--- src/rtl/parking_ctrl_pkg.sv ---
// Shared types and constants for the parking gate controller.
package parking_ctrl_pkg;

  typedef enum logic [2:0] {
    IDLE      = 3'd0,
    WAIT_PIN  = 3'd1,
    GATE_OPEN = 3'd2,
    CLOSING   = 3'd3,
    LOCKOUT   = 3'd4,
    BLOCK     = 3'd5
  } gate_state_e;

  localparam logic [15:0] DEFAULT_PIN       = 16'h5990;
  localparam logic [15:0] DEFAULT_ADMIN_PIN = 16'hA5A5;

  // Bits needed to hold values 0..n-1, never less than one bit.
  function automatic int clog2_min1(input int n);
    return (n <= 2) ? 1 : $clog2(n);
  endfunction

endpackage

--- src/rtl/parking_pin_checker.sv ---
// PIN evaluation: code_ack edge detect, PIN compare, failed-attempt counter and entry timeout.
module parking_pin_checker
  import parking_ctrl_pkg::*;
#(
  parameter int                PIN_W        = 16,
  parameter logic [PIN_W-1:0]  PIN_VALUE    = PIN_W'(DEFAULT_PIN),
  parameter int                MAX_ATTEMPTS = 3,
  parameter int                TIMEOUT_CYC  = 64
) (
  input  logic                                   clk,
  input  logic                                   rst,
  input  logic [PIN_W-1:0]                       code,
  input  logic                                   code_ack,
  input  logic                                   eval_en,
  input  logic                                   clr_att,
  output logic                                   ack_edge,
  output logic                                   match,
  output logic                                   strike,
  output logic                                   lockout_hit,
  output logic [clog2_min1(MAX_ATTEMPTS+1)-1:0]  attempts
);

  localparam int                ATT_W    = clog2_min1(MAX_ATTEMPTS + 1);
  localparam int                TMR_W    = clog2_min1(TIMEOUT_CYC);
  localparam logic [TMR_W-1:0]  TMR_LAST = TMR_W'((TIMEOUT_CYC > 0) ? TIMEOUT_CYC - 1 : 0);
  localparam logic [ATT_W-1:0]  ATT_MAX  = ATT_W'(MAX_ATTEMPTS);
  localparam logic [ATT_W-1:0]  ATT_LAST = ATT_W'(MAX_ATTEMPTS - 1);

  logic             code_ack_q, code_ack_d;
  logic [TMR_W-1:0] timer_q, timer_d;
  logic [ATT_W-1:0] attempts_q, attempts_d;
  logic             timeout;

  always_comb begin
    code_ack_d  = code_ack;
    ack_edge    = code_ack & ~code_ack_q;
    match       = (code == PIN_VALUE);
    // A timeout only fires on a cycle with no fresh ack; a coincident ack is the single strike.
    timeout     = (TIMEOUT_CYC != 0) && (timer_q == TMR_LAST) && !ack_edge;
    strike      = eval_en && ((ack_edge && !match) || timeout);
    lockout_hit = strike && (attempts_q == ATT_LAST);

    timer_d = '0;
    if (eval_en && !strike && !ack_edge && (TIMEOUT_CYC != 0))
      timer_d = timer_q + TMR_W'(1);

    attempts_d = attempts_q;
    if (clr_att)
      attempts_d = '0;
    else if (strike && (attempts_q != ATT_MAX))
      attempts_d = attempts_q + ATT_W'(1);
  end

  always_ff @(posedge clk or negedge rst) begin
    if (!rst) begin
      code_ack_q <= 1'b0;
      timer_q    <= '0;
      attempts_q <= '0;
    end else begin
      code_ack_q <= code_ack_d;
      timer_q    <= timer_d;
      attempts_q <= attempts_d;
    end
  end

  assign attempts = attempts_q;

endmodule

--- src/rtl/parking_gate_ctrl_param.sv ---
// Single-lane parking gate controller FSM with registered outputs.
// Optional ADMIN_PIN_EN macro adds an ADMIN_PIN that clears LOCKOUT/BLOCK back to IDLE.
module parking_gate_ctrl_param
  import parking_ctrl_pkg::*;
#(
  parameter int                PIN_W        = 16,
  parameter logic [PIN_W-1:0]  PIN_VALUE    = PIN_W'(DEFAULT_PIN),
  parameter int                MAX_ATTEMPTS = 3,
  parameter int                TIMEOUT_CYC  = 64
`ifdef ADMIN_PIN_EN
  , parameter logic [PIN_W-1:0] ADMIN_PIN   = PIN_W'(DEFAULT_ADMIN_PIN)
`endif
) (
  input  logic                                   clk,
  input  logic                                   rst,
  input  logic                                   vehicle_arrival,
  input  logic                                   vehicle_left,
  input  logic [PIN_W-1:0]                       code,
  input  logic                                   code_ack,
  input  logic                                   gate_ack,
  output logic                                   gate_open,
  output logic                                   wrong_pin_alarm,
  output logic                                   block_alarm,
  output logic [clog2_min1(MAX_ATTEMPTS+1)-1:0]  attempts,
  output logic [2:0]                             state_o
);

  gate_state_e state_q, state_d;
  logic        gate_open_q, gate_open_d;
  logic        wrong_pin_alarm_q, wrong_pin_alarm_d;
  logic        block_alarm_q, block_alarm_d;
  logic        ack_edge, match, strike, lockout_hit;
  logic        eval_en, clr_att, admin_hit;

`ifdef ADMIN_PIN_EN
  assign admin_hit = ack_edge && (code == ADMIN_PIN);
`else
  assign admin_hit = 1'b0;
`endif

  // An exit sensor in WAIT_PIN aborts the entry and suppresses any same-cycle evaluation.
  assign eval_en = (state_q == WAIT_PIN) && !vehicle_left;

  parking_pin_checker #(
    .PIN_W        (PIN_W),
    .PIN_VALUE    (PIN_VALUE),
    .MAX_ATTEMPTS (MAX_ATTEMPTS),
    .TIMEOUT_CYC  (TIMEOUT_CYC)
  ) u_pin_checker (
    .clk          (clk),
    .rst          (rst),
    .code         (code),
    .code_ack     (code_ack),
    .eval_en      (eval_en),
    .clr_att      (clr_att),
    .ack_edge     (ack_edge),
    .match        (match),
    .strike       (strike),
    .lockout_hit  (lockout_hit),
    .attempts     (attempts)
  );

  always_comb begin
    state_d = state_q;
    clr_att = 1'b0;
    case (state_q)
      IDLE:      if (vehicle_arrival) state_d = WAIT_PIN;
      WAIT_PIN: begin
        if (vehicle_left) begin
          state_d = IDLE;
          clr_att = 1'b1;
        end else if (ack_edge && match) begin
          state_d = GATE_OPEN;
          clr_att = 1'b1;
        end else if (strike) begin
          state_d = lockout_hit ? LOCKOUT : WAIT_PIN;
        end
      end
      GATE_OPEN: begin
        if (vehicle_arrival && vehicle_left) state_d = BLOCK;
        else if (vehicle_left)               state_d = CLOSING;
      end
      CLOSING: begin
        if (gate_ack)                             state_d = IDLE;
        else if (vehicle_arrival && vehicle_left) state_d = BLOCK;
      end
      LOCKOUT: begin
        if (ack_edge && match) begin
          state_d = GATE_OPEN;
          clr_att = 1'b1;
        end else if (admin_hit) begin
          state_d = IDLE;
          clr_att = 1'b1;
        end
      end
      BLOCK: begin
        if (admin_hit) begin
          state_d = IDLE;
          clr_att = 1'b1;
        end
      end
      default:   state_d = IDLE;
    endcase

    gate_open_d       = (state_d == GATE_OPEN);
    wrong_pin_alarm_d = (state_d == LOCKOUT);
    block_alarm_d     = (state_d == BLOCK);
  end

  always_ff @(posedge clk or negedge rst) begin
    if (!rst) begin
      state_q           <= IDLE;
      gate_open_q       <= 1'b0;
      wrong_pin_alarm_q <= 1'b0;
      block_alarm_q     <= 1'b0;
    end else begin
      state_q           <= state_d;
      gate_open_q       <= gate_open_d;
      wrong_pin_alarm_q <= wrong_pin_alarm_d;
      block_alarm_q     <= block_alarm_d;
    end
  end

  assign gate_open       = gate_open_q;
  assign wrong_pin_alarm = wrong_pin_alarm_q;
  assign block_alarm     = block_alarm_q;
  assign state_o         = state_q;

endmodule

--- config.mk ---
export PLATFORM = sky130hd
export DESIGN_NAME = parking_gate_ctrl_param
export DESIGN_NICKNAME = d
export VERILOG_FILES = /design/src/rtl/parking_ctrl_pkg.sv /design/src/rtl/parking_pin_checker.sv /design/src/rtl/parking_gate_ctrl_param.sv
export SDC_FILE = /design/constraint.sdc
export NUM_CORES = 1
export LEC_CHECK = 0
export CAP_MARGIN = 20
export CORE_MARGIN = 5
export CORE_UTILIZATION = 39
export DETAILED_ROUTE_END_ITERATION = 10
export PLACE_DENSITY = 0.74
export RECOVER_POWER = 25
export SLEW_MARGIN = 30
export SYNTH_ARGS = -nofsm -noshare
export SYNTH_HDL_FRONTEND = slang
export SYNTH_SLANG_ARGS = --single-unit
export TNS_END_PERCENT = 30
--- constraint.sdc ---
create_clock -name clk -period 1.53 [get_ports clk]
set_input_delay 0.2295 -clock clk [delete_from_list [all_inputs] [get_ports clk]]
set_output_delay 0.2295 -clock clk [all_outputs]
set_load 0.01 [all_outputs]
Yosys cells after proc, flatten, opt, wreduce, memory -nomap -nowiden

Index checks and enable logic that the tools add are counted.

Word-level logic and storage cells: 57
Register bits after elaboration: 15

$add $sub $neg: 2
Eq/ne operators: 12
Bitwise logic cells: 2
Reductions and logical operators: 17
Multiplexer cells: 17

Operators by type and width:

| kind                                                                    | count |
|---|---|
| 3-bit two-way mux                                                       | 10 |
| 3-bit one-hot mux with 6 select lines                                   | 1 |
| 16-bit by 15-bit equality test with 1-bit output, second input constant | 1 |
| 3-bit equality test, second input constant                              | 4 |
| 1-bit logical AND                                                       | 10 |
| 3-bit by 2-bit equality test with 1-bit output, second input constant   | 3 |
| 6-bit by 1-bit adder with 6-bit output, second input constant           | 1 |
| 6-bit equality test, second input constant                              | 1 |
| 6-bit two-way mux                                                       | 1 |
| 1-bit zero test                                                         | 4 |
| 2-bit two-way mux                                                       | 2 |
| 3-bit by 1-bit equality test with 1-bit output, second input constant   | 1 |
| 3-bit zero test                                                         | 1 |
| 2-bit by 1-bit adder with 2-bit output, second input constant           | 1 |
| 2-bit equality test, second input constant                              | 1 |
| 1-bit two-way mux                                                       | 2 |
| 2-bit != test, second input constant                                    | 1 |
| 1-bit one-hot mux with 2 select lines                                   | 1 |
| 2-bit nonzero test                                                      | 1 |
| 1-bit bitwise AND                                                       | 1 |
| 1-bit logical OR                                                        | 1 |
| 1-bit NOT                                                               | 1 |

Depth between registers and ports, before layout

Gate-level depths: netlist (run 1).

Depth after elaboration: 13
Mapped depth: 6
Gate-level depth less buffers: 6

Cells and area by module

From an unflattened synthesis (run 1), not the netlist that was laid out.

Cells, all modules: 84
Area total of the unflattened synthesis: 955.9 µm²

Modules (own cells, without submodules):

| module                  | cells an instance | instances | area each (µm²) |
|---|---|---|---|
| parking_pin_checker     | 47                | 1         | 545.5 |
| parking_gate_ctrl_param | 37                | 1         | 410.4 |

Worst setup path after synthesis (run 1)

Ideal clock, no wire load.

Path type: register -> register
Start: reg state_q[1] (netlist: state_o[1])
End: reg u_pin_checker.attempts_q[1] (netlist: u_pin_checker.attempts[1])
Slack: -185 ps
Cell stages (with the launch flop): 5
Required time: 1405 ps
Library setup time: 125 ps
Data arrival time: 1590 ps
Path through: dfrtp_1 nor4b_1 nor3b_1 a21bo_2 a21oi_1

Word-level cells in the longest chain between the ends: 5
Elaborated cells between the ends (all ways): 8

RTL lines:

| item                                           | RTL line                                                     | source |
|---|---|---|
| start: declaration                             | parking_gate_ctrl_param.sv:28                                | `gate_state_e state_q, state_d;` |
| start signal: assignment                       | parking_gate_ctrl_param.sv:117                               | `state_q <= state_d;` |
| 3-bit by 1-bit equality test with 1-bit output | parking_gate_ctrl_param.sv:42, parking_gate_ctrl_param.sv:66 |  |
| 1-bit logical AND                              | parking_gate_ctrl_param.sv:42                                | `assign eval_en = (state_q == WAIT_PIN) && !vehicle_left;` |
| 1-bit logical AND                              | parking_pin_checker.sv:40                                    | `strike = eval_en && ((ack_edge && !match) \|\| timeout);` |
| 1-bit logical AND                              | parking_pin_checker.sv:50                                    | `else if (strike && (attempts_q != ATT_MAX))` |
| 2-bit nonzero test (no line)                   | n/a                                                          |  |
| end signal: assignment                         | parking_pin_checker.sv:62                                    | `attempts_q <= attempts_d;` |
| end: declaration                               | parking_pin_checker.sv:31                                    | `logic [ATT_W-1:0] attempts_q, attempts_d;` |

Several ways; a longest one is shown, not always the timed one.
A chain may end at the register's enable or synchronous reset.

Worst setup path in the final report (run 1)

Start: reg u_pin_checker.timer_q[1]
End: reg gate_open_q (netlist: gate_open)

Word-level cells in the longest chain between the ends: 11

RTL lines:

| item                                               | RTL line                       | source |
|---|---|---|
| start: declaration                                 | parking_pin_checker.sv:30      | `logic [TMR_W-1:0] timer_q, timer_d;` |
| start signal: assignment                           | parking_pin_checker.sv:61      | `timer_q <= timer_d;` |
| 6-bit equality test (*)                            | parking_pin_checker.sv:39      | `timeout = (TIMEOUT_CYC != 0) && (timer_q == TMR_LAST) && !ack_edge;` |
| 1-bit logical AND (*)                              | parking_pin_checker.sv:39      |  |
| 1-bit logical OR (*)                               | parking_pin_checker.sv:40      |  |
| 1-bit logical AND (*)                              | parking_pin_checker.sv:40      |  |
| 1-bit logical AND                                  | parking_pin_checker.sv:41      | `lockout_hit = strike && (attempts_q == ATT_LAST);` |
| 3-bit two-way mux                                  | parking_gate_ctrl_param.sv:76  | `state_d = lockout_hit ? LOCKOUT : WAIT_PIN;` |
| 3-bit two-way mux (*)                              | parking_gate_ctrl_param.sv:75  | `end else if (strike) begin` |
| 3-bit two-way mux (*)                              | parking_gate_ctrl_param.sv:72  | `end else if (ack_edge && match) begin` |
| 3-bit two-way mux (*)                              | parking_gate_ctrl_param.sv:69  | `if (vehicle_left) begin` |
| 3-bit one-hot mux with 6 select lines (*)          | parking_gate_ctrl_param.sv:66  | `case (state_q)` |
| named net state_d[0]                               | parking_gate_ctrl_param.sv:28  |  |
| 3-bit by 2-bit equality test with 1-bit output (*) | parking_gate_ctrl_param.sv:105 | `gate_open_d = (state_d == GATE_OPEN);` |
| named net gate_open_d                              | parking_gate_ctrl_param.sv:29  | `logic gate_open_q, gate_open_d;` |
| end signal: assignment                             | parking_gate_ctrl_param.sv:118 | `gate_open_q <= gate_open_d;` |
| end: declaration                                   | parking_gate_ctrl_param.sv:29  |  |

The timed path passes the listed nets; every way through them passes the cells marked *.

==> results_dict.tcl, run 1 <==
set metrics [dict create \
    setup_viol 6 \
    routed_via_density 4.94 \
    cp_data_required_time_ps 1710 \
    seq_area_frac_synth 0.449 \
    hold_viol 0 \
    numClockSinks 15 \
    reg2reg_depth 6 \
    start_util 0.418 \
    clk_latency_ps 280 \
    cts_buffers 3 \
    synth_edf_count 0 \
    p_per_area_nw_per_um2 841 \
    netlist_area_sq_um 836 \
    gp_congestion 0.783 \
    ys_ff_latch 15 \
    syn-num-nets 103 \
    seq_power_share 0.416 \
    worstHoldPathCells 1 \
    antenna_found_initial 0 \
    synth_cell_types 33 \
    cts_htree_levels 1 \
    whs_ps 205 \
    fillCellCount 167 \
    end_kind "flip-flop" \
    die_x_um 56.3 \
    final_cell_mix "buf_4 (22), dlygate4sd2_1 (16), dfrtp_1 (15)" \
    grt_start_max_net_pins 16 \
    slew_headroom 0.482 \
    synth_mux_area_frac 0.0240 \
    crit_arrival_ps 1790 \
    cp-start-kind "flip-flop" \
    n_antenna_cell 0 \
    outcome "finished, violations left" \
    core_area_sq_um 2000 \
    synth_compound_area_frac 0.162 \
    fin_skew_ps 1.24 \
    syn-mean-instance-area_sq_um 10.7 \
    worstHoldStart "code_ack" \
    io_pins 30 \
    power_mw 1.17 \
    switching_share 0.306 \
    async_flop_share 1.00 \
    routed_wl_um 2140 \
    cts_buffer_depth 2 \
    stdcell_area_sq_um 1390 \
    period_needed_ps 1610 \
    clock-root-buffer "clkbuf_4" \
    switching_power_mw 0.357 \
    synth-xor-area-share 0.0419 \
    dpl.hpwl_um 1690 \
    synth-main-ff-cell "dfrtp_1" \
    cap_violations 0 \
    crit_type "flip-flop to flip-flop" \
    wl_per_cell_um 13.3 \
    p_int_mw 0.809 \
    nets 160 \
    power_leakage_nw 0.619 \
    placed_cells 149 \
    synth_cells 78 \
    drtAntennaViolNets 0 \
    synth-simple-area-share 0.247 \
    worst_pin_slew_ps 777 \
    drv_slew 0 \
    holdBufCountCts 0 \
    dieArea_sq_um 3170 \
    irDropWorstVdd_mv 0.713 \
    drive_gt1_frac 0.336 \
    drt_iter0_drc 16 \
    drc_errors 0 \
    yosysWarnings 0 \
    synth_fa_ha_area_frac 0.0449 \
    grt_pass1_vias 833 \
    vias 795 \
    die_h_um 56.3 \
    syn_to_final_growth_pct 66.0 \
    grt_setup_unrepaired "yes" \
    placed_cell_area_sq_um 1290 \
    failed_checks "setup timing" \
    finalCritPeriodShare 1.06 \
    cts_tree "built" \
    grt_pass1_wl_um 3700 \
    fin_util 0.693 \
    crit_start "u_pin_checker.timer_q[1]" \
    firstDrtPassIters 4 \
    worst_slack_ps -84.7 \
    min_path_type "primary input to flip-flop" \
    p_comb_frac 0.396 \
    fmax_mhz 619 \
    overflow 0 \
    grt_use_total 0.144 \
    path_clk_slew_ps 90 \
    numPortBuffers 29 \
    rows 16 \
    layout_commonest_cell "buf_4" \
    synth_top_family_by_area "simple AND/OR/NAND/NOR gates" \
    worstPathMaxFanout 4 \
    r2r-start "u_pin_checker.timer_q[1]" \
    final_cells 161 \
    clkPwrFrac 0.188 \
]
## area by class of cell
cell class | count | area [sq um] | share of cell area
Clock inverter | 1 | 5.00 | 0.00361
Timing Repair Buffer | 53 | 450 | 0.325
Sequential cell | 15 | 375 | 0.271
Clock buffer | 3 | 22.5 | 0.0162
Multi-Input combinational cell | 58 | 485 | 0.350
Inverter | 4 | 15.0 | 0.0108
Tap cell | 27 | 33.8 | 0.0243
## registers in the layout (all words and copies together) (netlist names)
name / count
u_pin_checker.timer_q: 6
state_o: 3
wrong_pin_alarm: 1
block_alarm: 1
u_pin_checker.attempts: 2
u_pin_checker.code_ack_q: 1
gate_open: 1
## routing by layer
metal  wire, um  GRT usage  vias up
met3        113     0.0321        4
met1        897      0.163      374
li1           -          -      395
met5          0          0        -
met4         31     0.0610        0
met2       1100      0.259       22
## kinds of logic after synthesis
logic type	Yosys count
AOI/OAI and AO/OA	16
adders and majority gates	3
xor gates and xnor gates	4
muxes	2
DFF	15
buffers and inverters	5
and+or+nand+nor	33
## power groups by stage
stage	Combinational, mW	Clock (mW)	Sequential [mW]
3_5_place_dp	0.476	0	0.494
5_1_grt	0.505	0.246	0.495
6_report	0.462	0.219	0.485
3_3_place_gp	0.461	0	0.490
4_1_cts	0.468	0.227	0.486
2_1_floorplan	0.178	0	0.534
## cells in the mapped netlist (2+ instances only)
cell,instances,area share
dfrtp_1,15,0.45
ha_1,3,0.045
nor2b_2,2,0.021
nand4bb_1,3,0.040
inv_1,4,0.018
nand2_1,6,0.027
a21oi_1,4,0.024
nor2_1,7,0.031
a21o_2,3,0.031
o21bai_1,2,0.018
nor3_1,3,0.018
mux2i_1,2,0.024
xnor2_1,3,0.031
nand3_1,2,0.012
## path summary, 6_finish.rpt
check | endpoint | slack (ps)
worst min-delay path | u_pin_checker.code_ack_q | 210
max in group asynchronous | u_pin_checker.timer_q[5] | 520
worst max-delay path | gate_open | -80
worst max register to register | gate_open | -80
min in group asynchronous | u_pin_checker.code_ack_q | 530
worst min register to register | u_pin_checker.timer_q[2] | 590
## stage by stage
stage	setup slack [ps]	setup TNS [ps]
4_1_cts	-88.5	-416
3_5_place_dp	-460	-5490
6_report	-84.7	-289
2_1_floorplan	-73.3	-349
5_1_grt	-138	-982
3_3_place_gp	-447	-5230
## critical path, stage by stage, from the launching register on
cell and delay [ps]:
dfrtp_1 390, ha_2 190, and3_4 190, a31oi_4 230, mux2i_1 230, a31o_2 230
nor2b_2 50
## timing repair
action                     CTS  global route
buffers inserted             6             2
gates resized for setup     22             1
setup endpoints to repair   16            11
pin swaps                   13             1
Note: power is estimated with default switching activity, not from simulation.
==> run 2, diff against run 1 <==
--- a/config.mk
+++ b/config.mk
@@ -11,7 +11,6 @@
 export DETAILED_ROUTE_END_ITERATION = 10
 export PLACE_DENSITY = 0.74
 export RECOVER_POWER = 25
-export SLEW_MARGIN = 30
 export SYNTH_ARGS = -nofsm -noshare
 export SYNTH_HDL_FRONTEND = slang
 export SYNTH_SLANG_ARGS = --single-unit
==> constraint.sdc (replaced) <==
create_clock -name clk -period 1.4 [get_ports clk]
set_input_delay 0.21 -clock clk [delete_from_list [all_inputs] [get_ports clk]]
set_output_delay 0.21 -clock clk [all_outputs]
set_load 0.01 [all_outputs]
==> results_dict.tcl, run 2 (synthesis gave the netlist of run 1 again) <==
set metrics [dict create \
    layout_commonest_cell "buf_4" \
    cap_violations 0 \
    grt_use_total 0.159 \
    worstPathMaxFanout 8 \
    final_cell_mix "buf_4 (22), dfrtp_1 (15), clkdlybuf4s50_1 (12)" \
    hold_viol 0 \
    n_antenna_cell 0 \
    clock-root-buffer "clkbuf_4" \
    vias 802 \
    grt_pass1_vias 851 \
    drt_iter0_drc 17 \
    fin_skew_ps 6.31 \
    stdcell_area_sq_um 1450 \
    antenna_found_initial 0 \
    holdBufCountCts 0 \
    numClockSinks 15 \
    syn_to_final_growth_pct 72.9 \
    overflow 0 \
    slew_headroom 0.471 \
    cp-start-kind "primary input" \
    largest_reg_flops 6 \
    grt_setup_unrepaired "yes" \
    die_x_um 56.3 \
    numPortBuffers 29 \
    routed_via_density 4.98 \
    drive_gt1_frac 0.358 \
    placed_cell_area_sq_um 1310 \
    cts_buffers 3 \
    end_kind "flip-flop" \
    io_pins 30 \
    nets 160 \
    p_per_area_nw_per_um2 905 \
    regMostFlops "u_pin_checker.timer_q" \
    core_area_sq_um 2000 \
    failed_checks "setup timing" \
    dieArea_sq_um 3170 \
    clk_latency_ps 280 \
    finalCritPeriodShare 1.16 \
    cts_buffer_depth 2 \
    dpl.hpwl_um 1750 \
    worst_pin_slew_ps 793 \
    grt_start_max_net_pins 16 \
    worst_slack_ps -228 \
    firstDrtPassIters 4 \
    fmax_mhz 614 \
    rows 16 \
    placed_cells 151 \
    grt_pass1_wl_um 3980 \
    outcome "finished, violations left" \
    setup_viol 13 \
    drv_slew 0 \
    final_cells 161 \
    min_path_type "primary input to flip-flop" \
    drc_errors 0 \
    wl_per_cell_um 14.6 \
    cp_data_required_time_ps 1630 \
    dpl_worst_slack_ps -576 \
    gp_congestion 0.758 \
    period_needed_ps 1630 \
    irDropWorstVdd_mv 0.674 \
    routed_wl_um 2350 \
    die_h_um 56.3 \
    cts_tree "built" \
    crit_arrival_ps 1860 \
    crit_type "primary input to flip-flop" \
    path_clk_slew_ps 90 \
    cts_htree_levels 1 \
    whs_ps 395 \
    start_util 0.418 \
    power_leakage_nw 0.690 \
    power_mw 1.31 \
    drtAntennaViolNets 0 \
]
==> run 2: worst max-delay path, stage by stage <==
cell	delay, ps
clkdlybuf4s50_1	470
nand4bb_1	160
or4_4	600
o31ai_4	250
nor2b_4	160
==> run 2: path summary, 6_finish.rpt <==
path	end	depth (start not counted)	from	slack, ps
max reg2reg	gate_open	5	u_pin_checker.code_ack_q	-210
max in group asynchronous	u_pin_checker.attempts[1]	2	rst	400
min in group asynchronous	u_pin_checker.timer_q[2]	2	rst	510
max	gate_open	5	code[8]	-230
min reg2reg	u_pin_checker.timer_q[2]	2	u_pin_checker.timer_q[2]	600
min	u_pin_checker.code_ack_q	1	code_ack	390
==> run 2: power breakdown <==
group          switching, mW  internal [mW]
clock network          0.139          0.106
registers             0.0302          0.496
logic                  0.249          0.286
==> run 2: area by class of cell <==
type | count | area (sq um)
fillers | 152 | 557
flip-flops and latches | 15 | 375
clock inverters | 1 | 5.00
multi-input cells | 58 | 523
well taps | 27 | 33.8
clock buffers | 3 | 22.5
inverters | 4 | 15.0
repair buffers | 53 | 470
==> run 2: per-layer routing <==
layer	part of all wire	wire, um	track usage
met5	0	0	0
met1	0.41	961	0.191
met3	0.055	129	0.0390
met4	0.0064	15	0.0712
met2	0.53	1240	0.267
==> run 2: through the flow <==
step / TNS (ps) / utilization
global placement: -6650 / 0.654
floorplan: -1930 / -
CTS: -2060 / 0.688
global route: -2750 / 0.722
detailed placement: -6930 / 0.654
finish: -2340 / 0.722
==> run 2: what timing repair did <==
item | CTS | global route
gates resized for setup | 18 | 10
setup endpoints to repair | 18 | 17
pin swaps | 15 | 3
setup buffers | 3 | 3
==> run 3, diff against run 2 <==
--- a/config.mk
+++ b/config.mk
@@ -6,10 +6,9 @@
 export NUM_CORES = 1
 export LEC_CHECK = 0
 export CAP_MARGIN = 20
-export CORE_MARGIN = 5
-export CORE_UTILIZATION = 39
+export CORE_UTILIZATION = 43
 export DETAILED_ROUTE_END_ITERATION = 10
-export PLACE_DENSITY = 0.74
+export PLACE_DENSITY = 0.77
 export RECOVER_POWER = 25
 export SYNTH_ARGS = -nofsm -noshare
 export SYNTH_HDL_FRONTEND = slang
==> constraint.sdc (replaced) <==
create_clock -name clk -period 1.8 [get_ports clk]
set_input_delay 0.27 -clock clk [delete_from_list [all_inputs] [get_ports clk]]
set_output_delay 0.27 -clock clk [all_outputs]
set_load 0.01 [all_outputs]
==> results_dict.tcl, run 3 (synthesis gave the netlist of run 1 again) <==
set metrics [dict create \
    outcome "complete, no violations" \
    regMostFlops "u_pin_checker.timer_q" \
    use_met2 0.346 \
    cts_htree_levels 1 \
    cp.buffers_inverters 1 \
    drtAntennaViolNets 0 \
    cp_data_required_time_ps 2030 \
    period_needed_ps 1750 \
    drc_errors 0 \
    n_antenna_cell 0 \
    use_met3 0.0392 \
    whs_ps 445 \
    dpl.hpwl_um 1620 \
    syn_to_final_growth_pct 55.8 \
    clkPwrFrac 0.195 \
    clock-root-buffer "clkbuf_4" \
    power_mw 1.01 \
    firstDrtPassIters 4 \
    grt_use_total 0.205 \
    die_x_um 46.1 \
    placed_cell_area_sq_um 1230 \
    power_leakage_nw 0.557 \
    die_h_um 46.1 \
    grt_pass1_wl_um 2990 \
    top_usage_layer "met2" \
    grt_start_max_net_pins 16 \
    path_clk_slew_ps 90 \
    switching_share 0.312 \
    grt_pass1_vias 694 \
    crit_path_top_delay_cell "or4_4" \
    crit_chain "clkdlybuf4s50_1, nand4bb_1, or4_4, o31ai_4, nor2b_4" \
    cts_buffers 3 \
    dieArea_sq_um 2120 \
    cp-start-kind "primary input" \
    min_path_type "primary input to flip-flop" \
    largest_reg_flops 6 \
    numClockSinks 15 \
    vias 782 \
    layout_commonest_cell "clkdlybuf4s50_1" \
    core_area_sq_um 1780 \
    cts_buffer_depth 2 \
    finalCritPeriodShare 0.974 \
    io_pins 30 \
    setup_viol 0 \
    use_met1 0.259 \
    start_util 0.469 \
    worstPathMaxFanout 8 \
    cap_violations 0 \
    irDropWorstVdd_mv 0.469 \
    setup_tns_ps 0 \
    p_int_mw 0.695 \
    path_delay_family "simple AND/OR/NAND/NOR gates" \
    crit_type "primary input to flip-flop" \
    cts_tree "built" \
    drt_iter0_drc 14 \
    worst_pin_slew_ps 816 \
    final_cell_mix "clkdlybuf4s50_1 (25), dfrtp_1 (15), buf_4 (12)" \
    drv_slew 0 \
    seq_power_share 0.410 \
    gp_congestion 0.878 \
    p_per_area_nw_per_um2 775 \
    fin_util 0.731 \
    nets 149 \
    rows 15 \
    drive_gt1_frac 0.252 \
    slew_headroom 0.456 \
    holdBufCountCts 0 \
    critPathMaxStageDelay_ps 630 \
    fmax_mhz 571 \
    p_comb_frac 0.395 \
    antenna_found_initial 0 \
    overflow 0 \
    numPortBuffers 29 \
    end_kind "flip-flop" \
    hold_viol 0 \
    clk_latency_ps 290 \
    wl_per_cell_um 14.4 \
    routed_via_density 5.28 \
    routed_wl_um 2140 \
    switching_power_mw 0.315 \
    crit_arrival_ps 1980 \
    grt_setup_unrepaired "no" \
    fin_skew_ps 2.88 \
    stdcell_area_sq_um 1300 \
]
run 3: area by class of cell:
type | instances | area [sq um]
multi-input cells | 58 | 462
clock buffers | 3 | 22.5
well taps | 25 | 31.3
repair buffers | 42 | 392
fillers | 132 | 480
inverters | 4 | 15.0
flip-flops and latches | 15 | 375
clock inverters | 1 | 5.00
run 3: path summary, 6_finish.rpt:
path / start / end / slack (ps) / depth (start not counted)
worst min register to register: u_pin_checker.timer_q[0] / u_pin_checker.timer_q[0] / 540 / 2
worst max-delay path: code[10] / gate_open / 50 / 5
worst min-delay path: code_ack / u_pin_checker.code_ack_q / 440 / 1
worst max register to register: u_pin_checker.timer_q[1] / wrong_pin_alarm / 110 / 7
max in group asynchronous: rst / u_pin_checker.timer_q[0] / 720 / 2
min in group asynchronous: rst / u_pin_checker.timer_q[5] / 580 / 2
run 3: routing by layer:
| layer | share of wire | vias up |
|---|---|---|
| li1 | - | 371 |
| met1 | 0.43 | 382 |
| met2 | 0.50 | 25 |
| met3 | 0.050 | 4 |
| met4 | 0.014 | 0 |
| met5 | 0 | - |
run 3: what timing repair did:
item | 4_1_cts | 5_1_grt
pin swaps | 1 | 7
gates resized for setup | 1 | 8
buffers inserted | 1 | 1
endpoints found under the setup margin | 11 | 11
run 3: worst register-to-register path, stage by stage, from the launching register on:
cell and delay (ps):
dfrtp_1 400, ha_2 200, and3_4 180, a31oi_1 160, buf_4 180, mux2i_1 190
a31o_2 230, nor2b_2 50
run 3: metrics by stage:
stage	cells	setup WS, ps
global route	148	19.2
CTS	147	-21.2
global placement	142	-340
detailed placement	142	-386
finish	148	47.2
floorplan	78	85.2
run 3: power by group through the flow:
stage / clock network, mW / registers, mW / logic [mW]
global route: 0.219 / 0.419 / 0.429
CTS: 0.202 / 0.414 / 0.391
floorplan: 0 / 0.454 / 0.140
finish: 0.197 / 0.414 / 0.399
global placement: 0 / 0.419 / 0.379
detailed placement: 0 / 0.419 / 0.386
